--- src/rtl/if_fetch_unit.sv ---
// if_fetch_unit: owns the PC, drives imem and buffers fetched words for decode
module if_fetch_unit #(
    parameter logic [31:0] RESET_PC   = 32'h0000_0000,
    parameter int          FIFO_DEPTH = 4
) (
    input  logic                        clk,
    input  logic                        rst_n,
    input  logic                        fetch_en,
    output logic [31:0]                 imem_addr,
    input  logic [31:0]                 imem_data,
    input  logic                        redirect_valid,
    input  logic [31:0]                 redirect_pc,
    output logic                        id_valid,
    input  logic                        id_ready,
    output logic [31:0]                 id_instr,
    output logic [31:0]                 id_pc,
    output logic                        halted,
    output logic [$clog2(FIFO_DEPTH):0] fifo_count
);
    localparam int AW = $clog2(FIFO_DEPTH);
    localparam logic [AW:0] DEPTH = (AW+1)'(FIFO_DEPTH);
    typedef enum logic [1:0] {IDLE, RUN, HALTED} state_t;
    state_t r_state, w_next;
    logic [31:0] r_pc;
    logic [31:0] r_buf_pc [FIFO_DEPTH];
    logic [31:0] r_buf_instr [FIFO_DEPTH];
    logic [AW-1:0] r_wr, r_rd;
    logic [AW:0] r_count;
    logic w_push, w_pop;
    logic [31:0] w_target;
    assign w_push = (r_state == RUN) && fetch_en && !redirect_valid && (r_count < DEPTH);
    assign w_pop = id_valid && id_ready && !redirect_valid;
    assign w_target = redirect_pc & ~32'h3;
    assign id_valid = r_count != '0;
    assign id_instr = id_valid ? r_buf_instr[r_rd] : '0;
    assign id_pc = id_valid ? r_buf_pc[r_rd] : '0;
    assign halted = r_state == HALTED;
    assign fifo_count = r_count;
    assign imem_addr = r_pc;
    always_comb begin
        w_next = r_state;
        case (r_state)
            IDLE:    w_next = fetch_en ? RUN : IDLE;
            RUN:     w_next = !fetch_en ? IDLE : (w_push && imem_data == '0) ? HALTED : RUN;
            HALTED:  w_next = redirect_valid ? (fetch_en ? RUN : IDLE) : HALTED;
            default: w_next = IDLE;
        endcase
    end
    always_ff @(posedge clk or negedge rst_n) begin
        if (!rst_n) begin
            r_state <= IDLE;
            r_pc <= RESET_PC;
            r_wr <= '0;
            r_rd <= '0;
            r_count <= '0;
        end else begin
            r_state <= w_next;
            if (redirect_valid) begin
                r_pc <= w_target;
                r_wr <= '0;
                r_rd <= '0;
                r_count <= '0;
            end else begin
                if (w_push) r_pc <= r_pc + 32'd4;
                if (w_push) r_wr <= r_wr + 1'b1;
                if (w_pop) r_rd <= r_rd + 1'b1;
                r_count <= r_count + {{AW{1'b0}}, w_push} - {{AW{1'b0}}, w_pop};
            end
        end
    end
    // storage needs no reset: entries are only visible while counted
    always_ff @(posedge clk) begin
        if (w_push) begin
            r_buf_pc[r_wr] <= r_pc;
            r_buf_instr[r_wr] <= imem_data;
        end
    end
endmodule

--- config.mk ---
export PLATFORM = sky130hd
export DESIGN_NAME = if_fetch_unit
export DESIGN_NICKNAME = d
export VERILOG_FILES = /design/src/rtl/if_fetch_unit.sv
export SDC_FILE = /design/constraint.sdc
export NUM_CORES = 1
export LEC_CHECK = 0
export BUFFER_PORTS_ARGS = -buffer_cell sky130_fd_sc_hd__clkbuf_2
export CAP_MARGIN = 15
export CORE_MARGIN = 1.5
export CORE_UTILIZATION = 46
export CTS_CLUSTER_SIZE = 25
export DETAILED_ROUTE_END_ITERATION = 8
export PLACE_DENSITY = 0.76
export SKIP_CTS_REPAIR_TIMING = 1
export SYNTH_ARGS = -nofsm -noshare
export SYNTH_HDL_FRONTEND = slang
export SYNTH_SLANG_ARGS = --single-unit
--- constraint.sdc ---
create_clock -name clk -period 3.05 [get_ports clk]
set_input_delay 0.1525 -clock clk [delete_from_list [all_inputs] [get_ports clk]]
set_output_delay 0.1525 -clock clk [all_outputs]
set_load 0.02 [all_outputs]
After elaboration in Yosys (flattened, before gate mapping) --
Memory sizes are Yosys's and may differ from the RTL's. Index checks and enable logic that the tools add are counted.
Storage, ports and cells: flip-flop bits (word level) 41, bits of input ports 69, memories 2, logic and storage cells 43, bits in writable memories 256, output and inout bits 101
Memories:
- r_buf_instr | depth 4, width 32, rd ports 1, clocked after Yosys merged registers in 0, wr ports 1, line 26 | logic [31:0] r_buf_instr [FIFO_DEPTH];
- r_buf_pc | depth 4, width 32, rd ports 1, clocked after Yosys merged registers in 0, wr ports 1, line 25 | logic [31:0] r_buf_pc [FIFO_DEPTH];
Cells by class: mux-type cells 16, order comparisons 1, eq/ne operators 2, reduce and logical (&&, ||, !) cells 12, add/subtract/negate cells 5
Operators by type and width (count):
- 2-to-1 mux 32 bit | 4
- adder 32 x 3 -> 32 bit (second input constant) | 1
- zero test 32 bit | 1
- 2-to-1 mux 2 bit | 7
- logical AND 1 bit | 6
- one-hot mux 2 bit (3 select lines) | 1
- adder 2 x 1 -> 2 bit (second input constant) | 2
- nonzero test 2 bit | 2
- adder 3 x 1 -> 3 bit | 1
- less-than comparator 3 bit (second input constant) | 1
- 2-to-1 mux 1 bit | 3
- 2-to-1 mux 3 bit | 1
- nonzero test 3 bit | 1
- subtractor 3 x 1 -> 3 bit | 1
- == test 2 x 1 -> 1 bit (second input constant) | 1
- == test 2 bit (second input constant) | 1
- zero test 2 bit | 1
- zero test 1 bit | 1

Depth between registers and ports, before layout --
Gate-level depths: netlist of run 1.
depth in word-level cells 8, gate-level depth with buffers 11, gate-level depth less buffers 10

Worst setup path after synthesis of run 1 --
OpenSTA, ideal clock, no wires.
path type reg-to-reg, from register r_count[2] (netlist: fifo_count[2]), to memory r_buf_instr[0][0] (enable), library setup time 427 ps, data required time 2623 ps, data arrival time 2435 ps, path buffers 0, cell stages (with the launch flop) 4, slack 188 ps, clock period less this slack 2862 ps, path through dfrtp_1 -> nand4bb_4 -> nor2_1 -> and2_1
Between the ends: longest elaborated chain between the ends 4
RTL lines:
- start: declaration | line 28 | logic [AW:0] r_count;
- start signal: assignment | line 67 | r_count <= r_count + {{AW{1'b0}}, w_push} - {{AW{1'b0}}, w_pop};
- less-than comparator 3 bit | line 31 | assign w_push = (r_state == RUN) && fetch_en && !redirect_valid && (r_count < DEPTH);
- logical AND 1 bit | line 31
- 2-to-1 mux 1 bit | line 73 | if (w_push) begin
- 2-to-1 mux 1 bit (implied by the code) | line 75 | r_buf_instr[r_wr] <= imem_data;
- end: declaration | line 26
No other way between the ends.

Worst setup path in the final report of run 1 --
from register r_rd[0], to output port id_instr[16]
Between the ends: longest elaborated chain between the ends 2
RTL lines:
- start: declaration | line 27 | logic [AW-1:0] r_wr, r_rd;
- start signal: assignment | line 66 | if (w_pop) r_rd <= r_rd + 1'b1;
- memory (4 x 32 bit)
- 2-to-1 mux 32 bit | line 35 | assign id_instr = id_valid ? r_buf_instr[r_rd] : '0;
- end: declaration | line 15 | output logic [31:0] id_instr,
No other way between the ends.

==> results by group, run 1 <==
Worst hold path
  • Hold WC Path Type: primary input to asynchronous set/reset pin

Logic synthesis
  • Syn_area_per_cell: 17.8 um2
  • Synth Flop Type: edfxtp_1
  • Yosys cell types: 48
  • Synthesized cell area: 0.0118 mm2
  • FFs w/ async S/R, synth: 13.6%
  • Post-synth EDFFs: 248
  • Synthesis-stage register bit count: 287
  • Cells after synthesis: 662
  • Synth warn: 0
  • Post-synthesis sequential area ratio: 71.7%

Detailed routing
  • WL/cell: 20.4 um
  • Final ANT Viol Nets: 0
  • Initial DRC count: 475
  • Routed WL: 25.7 mm
  • Drt pass-1 iters: 4
  • DRC errors left: 0
  • DR vias: 6,841
  • Vias per inst: 5.43

Critical path
  • Startpoint types: register
  • CP required: 2900 ps
  • CP max stage cell: dfrtp_4
  • WP data arrival: 2400 ps
  • Category of the most critical setup path: register to primary output
  • WP buf/inv: 2
  • Crit end category: primary output
  • Critical path, cell by cell: buf_4 > mux4_2 > and2_1 > clkbuf_2
  • Family with the most delay on the worst path: flip-flops
  • Worst Path Max Fanout: 15
  • Worst stage delay on the critical path: 640 ps

Layout
  • Final Core Density: 58.5%
  • ANT cells: 0
  • Most frequent cells in the layout: edfxtp_1 (248), clkbuf_2 (163), dlygate4sd3_1 (65)
  • Syn-to-layout area delta: 25.0%
  • Fraction of layout cells with a size suffix above 1: 33.0%
  • Most common cell after layout, fill and taps aside: edfxtp_1
  • Final nets: 985

Global route
  • First-pass GRT wire length: 38.6 mm
  • Overall Global Routing Usage: 19.3%
  • Largest net degree at the start of global routing: 70
  • Overflow after GRT: 0
  • Number of global-route vias before repair: 6,692
  • Antenna violations before repair: 0

Floorplanning
  • Die Area: 0.0265 mm2
  • Row count: 58
  • Starting Density: 46.8%
  • Total core area: 0.0251 mm2
  • Die Ht: 163 um
  • Die W: 163 um
  • IO Count: 170

CTS
  • CTS tree: done
  • Skew-Pair Late Insertion Delay: 550 ps
  • Inserted Clock Buffers: 30
  • CTS clock-pin slew for the worst setup and hold paths: 70 ps
  • CTS sink cnt: 287
  • H-Tree Depth: 1
  • Root buf cell: clkbuf_16
  • Max Buffers Root-to-Sink: 3

Power and ir drop
  • Peak VDD IR: 466 uV
  • Lkg Pwr: 5.26 nW
  • Pwr dens: 760 mW/mm2

Timing
  • Final Hold Fails: 0
  • Final setup fails: 0
  • Unrepaired setup endpoints after global routing: no
  • Max Clock Skew: 20.7 ps
  • Total negative setup slack: 0 ps
  • Achievable clock frequency: 392 MHz
  • Period Utilization, post-route: 83.6%
  • Min Tclk post-route: 2550 ps
  • Slew at the pin with the worst max-slew slack: 797 ps
  • Final max-slew violation count: 0
  • Relative slew slack: 46.9%

Placement
  • IO Port Bufs: 163
  • Detailed Place HPWL: 15.9 mm
  • Routability cong.: 0.774

Flow run
  • Max Cap Viol: 0

Run status
  • Outcome: finished clean
[path summary, 6_finish.rpt]
check	from	slack, ps	cells after the start	to
setup / recovery	r_rd[0]$_DFFE_PN0P_	500	4	id_instr[16]
hold / removal	rst_n	210	2	imem_addr[7]$_DFFE_PN0N_
setup reg to reg	fifo_count[2]$_DFF_PN0_	640	10	fifo_count[2]$_DFF_PN0_
hold reg to reg	r_state[1]$_DFF_PN0_	560	1	r_state[1]$_DFF_PN0_
max in group asynchronous	rst_n	2150	3	imem_addr[19]$_DFFE_PN0N_
min in group clk	redirect_valid	260	6	r_state[1]$_DFF_PN0_
[layout make-up]
type | instances | area (um2)
Tap cell | 330 | 413
Clock buffer | 37 | 798
Multi-Input combinational cell | 330 | 3140
Clock inverter | 17 | 166
Sequential cell | 287 | 8430
Inverter | 12 | 45.0
Timing Repair Buffer | 247 | 1700
Fill cell | 1914 | 10400
[routing by layer]
| layer | track usage (%) | part of all wire, % | vias to the layer above |
|---|---|---|---|
| li1 | - | - | 3058 |
| met1 | 27.6 | 43 | 3489 |
| met2 | 30.9 | 49 | 257 |
| met3 | 3.74 | 6.0 | 37 |
| met4 | 4.05 | 1.7 | 0 |
| met5 | 0 | 0 | - |
[cell usage after synthesis (8+ instances only)]
library cell  count  area share, %
edfxtp_1        248             63
and2_1           68            3.6
mux4_2           62             12
nand2_1          45            1.4
dfrtp_1          39            8.3
clkbuf_1         22           0.70
o21ai_0          22           0.94
xnor2_1          19            1.4
nor2_1           16           0.51
inv_1            12           0.38
xor2_1           12           0.89
nor4_1           10           0.53
nand3_1           9           0.38
nand4_1           9           0.48
buf_2             8           0.34
[state kept, by name, indices dropped and copies added (netlist names)]
name	count
fifo_count	3
imem_addr	30
r_buf_instr	128
r_buf_pc	120
r_rd	2
r_state	2
r_wr	2
[logic make-up after synthesis]
| logic type | after synthesis | share of synthesized area (%) |
|---|---|---|
| buffers and inverters | 48 | 1.81 |
| adder cells (fa/ha/maj) | 8 | 0.916 |
| other | 1 | 0.0319 |
| AO/OA/AOI/OAI | 35 | 1.64 |
| XOR/XNOR | 31 | 2.31 |
| multiplexers | 64 | 12.1 |
| flip-flops | 287 | 71.7 |
| AND/OR/NAND/NOR | 188 | 9.56 |
[metrics by stage]
step	std cells	worst slack, ps	power, mW	hold WS (ps)	area [um2]
3_3_place_gp	1141	700	7.67	258	13100
6_report	1260	502	11.2	214	14700
4_1_cts	1195	463	11.2	-315	14000
5_1_grt	1260	374	11.7	266	14700
3_5_place_dp	1141	630	7.70	271	13100
2_1_floorplan	665	188	6.63	-143	11800
[power breakdown]
| part | internal [mW] | leakage [nW] | switching (mW) |
|---|---|---|---|
| Combinational | 1.25 | 2.07 | 1.74 |
| Sequential | 4.44 | 2.73 | 0.200 |
| Clock | 2.10 | 0.467 | 1.43 |
Note: power is estimated with default switching activity, not from simulation.
==> run 2, diff against run 1 <==
==> constraint.sdc (replaced) <==
create_clock -name clk -period 2.7 [get_ports clk]
set_input_delay 0.135 -clock clk [delete_from_list [all_inputs] [get_ports clk]]
set_output_delay 0.135 -clock clk [all_outputs]
set_load 0.02 [all_outputs]
==> run 2 against run 1 <==
Total power grew 12%. Via count down 1.3%. Global-route usage is 0.24 points higher. Critical path type unchanged.
==> results by group, run 2 (same netlist as run 1, synthesis figures left out) <==
Layout
  • Syn-to-layout area delta: 24.9%
  • Max reg flops: 128
  • Final nets: 984
  • Most frequent cells in the layout: edfxtp_1 (248), clkbuf_2 (163), dlygate4sd3_1 (65)
  • Design area: 0.0147 mm2
  • Most common cell after layout, fill and taps aside: edfxtp_1
  • Layout Cells excl Fill: 1,261
  • Fraction of layout cells with a size suffix above 1: 33.3%
  • Largest reg by FF count: r_buf_instr
  • FILL cells: 1,916
  • Area of the multi-input gates: 0.00313 mm2
  • Area taken by flip-flops and latches: 0.00843 mm2
  • ANT cells: 0

Floorplanning
  • Die W: 163 um
  • Die Ht: 163 um
  • Row count: 58
  • IO Count: 170
  • Total core area: 0.0251 mm2
  • Starting Density: 46.8%
  • Die Area: 0.0265 mm2

CTS
  • Skew-Pair Late Insertion Delay: 540 ps
  • Inserted Clock Buffers: 30
  • H-Tree Depth: 1
  • Max Buffers Root-to-Sink: 3
  • Root buf cell: clkbuf_16
  • CTS tree: done
  • CTS sink cnt: 287
  • CTS clock-pin slew for the worst setup and hold paths: 60 ps

Critical path
  • CP max stage cell: mux4_2
  • CP required: 2570 ps
  • Family with the most delay on the worst path: buffers and inverters
  • R2R cell count: 10
  • Reg-to-reg slack, setup: 300 ps
  • Category of the most critical setup path: register to primary output
  • Crit end category: primary output
  • Worst stage delay on the critical path: 560 ps
  • WP data arrival: 2380 ps
  • Startpoint types: register
  • Worst reg2reg path endpoint: fifo_count[2]$_DFF_PN0_
  • Worst Path Max Fanout: 27
  • Critical Path Start: r_rd[0]$_DFFE_PN0P_
  • Critical path, cell by cell: buf_4 > mux4_2 > and2_1 > clkbuf_2
  • RR Startpoint: fifo_count[2]$_DFF_PN0_
  • WP buf/inv: 2

Worst hold path
  • Hold WC Path Type: primary input to register
  • Hold depth: 6
  • WHS Endpoint: r_state[1]$_DFF_PN0_
  • Min-delay src: redirect_valid

Flow run
  • Max Cap Viol: 0

Timing
  • Achievable clock frequency: 398 MHz
  • Unrepaired setup endpoints after global routing: no
  • Max Clock Skew: 18.8 ps
  • Total negative setup slack: 0 ps
  • Final setup fails: 0
  • Relative slew slack: 43.7%
  • Slew at the pin with the worst max-slew slack: 844 ps
  • Min Tclk post-route: 2510 ps
  • Period Utilization, post-route: 93.1%
  • Final max-slew violation count: 0
  • Final Hold Fails: 0

Global route
  • Number of global-route vias before repair: 6,720
  • First-pass GRT wire length: 38.9 mm
  • Overflow after GRT: 0
  • Antenna violations before repair: 0
  • Largest net degree at the start of global routing: 70
  • Overall Global Routing Usage: 19.5%

Detailed routing
  • Vias per inst: 5.35
  • Routed WL: 26.3 mm
  • DR vias: 6,751
  • DRC errors left: 0
  • WL/cell: 20.8 um
  • Initial DRC count: 529
  • Drt pass-1 iters: 5
  • Final ANT Viol Nets: 0

Run status
  • Outcome: finished clean

Power and ir drop
  • Pwr dens: 849 mW/mm2
  • Lkg Pwr: 5.25 nW
  • Peak VDD IR: 547 uV

Placement
  • Routability cong.: 0.784
  • Placed Area: 0.0131 mm2
  • IO Port Bufs: 163
  • Detailed Place HPWL: 15.7 mm
  • Cell Count Post-Placement: 1,140
==> run 2: stage by stage <==
| stage | total power [mW] | setup slack [ps] | hold slack, ps | util, % |
|---|---|---|---|---|
| global route | 13.0 | 24.8 | 264 | 58.4 |
| finish | 12.5 | 186 | 171 | 58.4 |
| CTS | 12.5 | 122 | -309 | 55.9 |
| global placement | 8.62 | 408 | 263 | 52.1 |
| floorplan | 7.49 | 336 | -161 | - |
| detailed placement | 8.68 | 304 | 266 | 52.1 |
==> run 2: how the worst max path moves through the flow <==
| stage | end | slack (ps) | cells after the start |
|---|---|---|---|
| 2_1_floorplan | fifo_count[2]$_DFF_PN0_ | 340 | 11 |
| 3_3_place_gp | fifo_count[2]$_DFF_PN0_ | 410 | 10 |
| 3_5_place_dp | fifo_count[2]$_DFF_PN0_ | 300 | 10 |
| 4_1_cts | id_instr[17] | 120 | 4 |
| 5_1_grt | id_pc[27] | 20 | 4 |
| 6_report | id_instr[14] | 190 | 4 |
==> run 2: layer usage <==
metal	track usage, %	routed length (um)
met1	27.0	11100
met2	32.6	13100
met3	3.49	1620
met4	4.13	411
met5	0	0
==> run 2: area by class of cell <==
class                   instances  share of cell area [%]
flip-flops and latches        287                    57.4
well taps                     330                    2.81
clock buffers                  41                    5.95
clock inverters                15                   0.537
repair buffers                246                    11.6
inverters                      12                   0.307
multi-input cells             330                    21.4
==> run 2: report_power, final <==
group / switching, mW / total (mW) / leakage, nW / internal (mW)
logic: 2.00 / 3.39 / 2.06 / 1.39
registers: 0.189 / 5.20 / 2.73 / 5.01
clock network: 1.62 / 3.87 / 0.462 / 2.25
==> run 2: worst reg2reg max path: cells and delay by family, from the launching register on <==
kind / cells / cell delay, ps
adder cells (fa/ha/maj): 3 / 820
AND/OR/NAND/NOR: 3 / 600
flip-flops: 1 / 450
buffers and inverters: 3 / 220
XOR/XNOR: 1 / 180
==> run 3, diff against run 2 <==
==> constraint.sdc (replaced) <==
create_clock -name clk -period 2.7 [get_ports clk]
set_input_delay 0.54 -clock clk [delete_from_list [all_inputs] [get_ports clk]]
set_output_delay 0.54 -clock clk [all_outputs]
set_load 0.02 [all_outputs]
==> run 3 against run 2 <==
Final cell count is 4.0% lower. The run now ends with setup timing left. Combinational power rose by 38%. Die area stayed put. Largest cell class unchanged. Core utilization grew 0.29 points. Largest power group unchanged.
==> results by group, run 3 (same netlist as run 1, synthesis figures left out) <==
Run status
  • Outcome: finished with violations
  • Failing checks: setup timing

CTS
  • H-Tree Depth: 1
  • Skew-Pair Late Insertion Delay: 550 ps
  • CTS sink cnt: 287
  • CTS clock-pin slew for the worst setup and hold paths: 60 ps
  • Max Buffers Root-to-Sink: 3
  • Root buf cell: clkbuf_16
  • Inserted Clock Buffers: 30
  • CTS tree: done

Power and ir drop
  • Peak VDD IR: 459 uV
  • Lkg Pwr: 5.30 nW
  • Total power: 14.2 mW
  • Pwr dens: 961 mW/mm2

Layout
  • Most frequent cells in the layout: edfxtp_1 (248), clkbuf_2 (114), mux4_2 (62)
  • Area of the multi-input gates: 0.00325 mm2
  • Area taken by flip-flops and latches: 0.00843 mm2
  • Fraction of layout cells with a size suffix above 1: 41.8%
  • Final nets: 934
  • Largest reg by FF count: r_buf_instr
  • Max reg flops: 128
  • ANT cells: 0
  • FILL cells: 1,882
  • Syn-to-layout area delta: 25.5%
  • Most common cell after layout, fill and taps aside: edfxtp_1
  • Final Core Density: 58.7%

Detailed routing
  • Routed WL: 26.1 mm
  • Vias per inst: 5.42
  • Drt pass-1 iters: 5
  • DR vias: 6,562
  • DRC errors left: 0
  • Initial DRC count: 492
  • Final ANT Viol Nets: 0
  • WL/cell: 21.6 um

Floorplanning
  • Total core area: 0.0251 mm2
  • IO Count: 170
  • Die Area: 0.0265 mm2
  • Row count: 58
  • Starting Density: 46.8%
  • Die W: 163 um
  • Die Ht: 163 um

Critical path
  • Reg-to-reg slack, setup: 320 ps
  • Critical Path Start: r_rd[0]$_DFFE_PN0P_
  • Worst Path Max Fanout: 8
  • WP data arrival: 2160 ps
  • CP required: 2160 ps
  • Startpoint types: register
  • Crit end category: primary output
  • RR Startpoint: fifo_count[2]$_DFF_PN0_
  • Worst reg2reg path endpoint: fifo_count[2]$_DFF_PN0_
  • R2R cell count: 10
  • Category of the most critical setup path: register to primary output

Timing
  • Final setup fails: 1
  • Max Clock Skew: 20.3 ps
  • Unrepaired setup endpoints after global routing: yes
  • Final Hold Fails: 0
  • Final worst setup slack: -1.44 ps
  • Achievable clock frequency: 370 MHz
  • Final max-slew violation count: 0
  • Relative slew slack: 38.4%
  • Period Utilization, post-route: 100%
  • Slew at the pin with the worst max-slew slack: 924 ps
  • Min Tclk post-route: 2700 ps

Placement
  • Routability cong.: 0.780
  • Detailed Place HPWL: 15.0 mm
  • IO Port Bufs: 163

Worst hold path
  • Hold WC Path Type: primary input to asynchronous set/reset pin

Global route
  • Largest net degree at the start of global routing: 65
  • Antenna violations before repair: 0
  • Overall Global Routing Usage: 19.0%
  • Number of global-route vias before repair: 6,721
  • First-pass GRT wire length: 38.2 mm
  • Overflow after GRT: 0

Flow run
  • Max Cap Viol: 0
## run 3: how the worst max path moves through the flow
stage,slack (ps),end
5_1_grt,-60,id_pc[23]
3_5_place_dp,240,fifo_count[2]$_DFF_PN0_
3_3_place_gp,290,fifo_count[2]$_DFF_PN0_
6_report,-1,id_instr[0]
4_1_cts,-140,id_instr[31]
2_1_floorplan,340,fifo_count[2]$_DFF_PN0_
## run 3: cell type report
type,instances,share of cell area (%)
inverters,12,0.305
clock inverters,16,1.38
well taps,330,2.80
repair buffers,196,10.6
multi-input cells,330,22.0
clock buffers,40,5.76
flip-flops and latches,287,57.2
## run 3: metrics by stage
step                area (um2)  TNS (ps)  worst slack, ps  std cells  hold WS [ps]
finish                   14700     -1.44            -1.44       1211           119
global route             14700     -1390            -55.6       1211           182
CTS                      14100     -6890             -139       1198           117
detailed placement       13100         0              239       1142           543
global placement         13100         0              286       1142           519
floorplan                11800         0              336        665           244
## run 3: critical path, cell delays in order, from the launching register on
cell and delay [ps]:
dfrtp_4 480, buf_6 150, clkbuf_16 180, mux4_2 510
and2_4 180, buf_6 120
## run 3: report_power, final
group	switching [mW]	internal (mW)	leakage [nW]
Sequential	0.187	5.01	2.73
Clock	1.63	2.67	0.521
Combinational	2.31	2.36	2.05
## run 3: per-layer routing
| metal | GRT usage (%) | part of all wire (%) | vias up | routed length, um |
|---|---|---|---|---|
| met4 | 4.21 | 1.4 | 0 | 366 |
| met3 | 3.13 | 5.8 | 38 | 1520 |
| met2 | 31.5 | 48 | 233 | 12600 |
| met5 | 0 | 0 | - | 0 |
| li1 | - | - | 2952 | - |
| met1 | 26.6 | 44 | 3339 | 11600 |
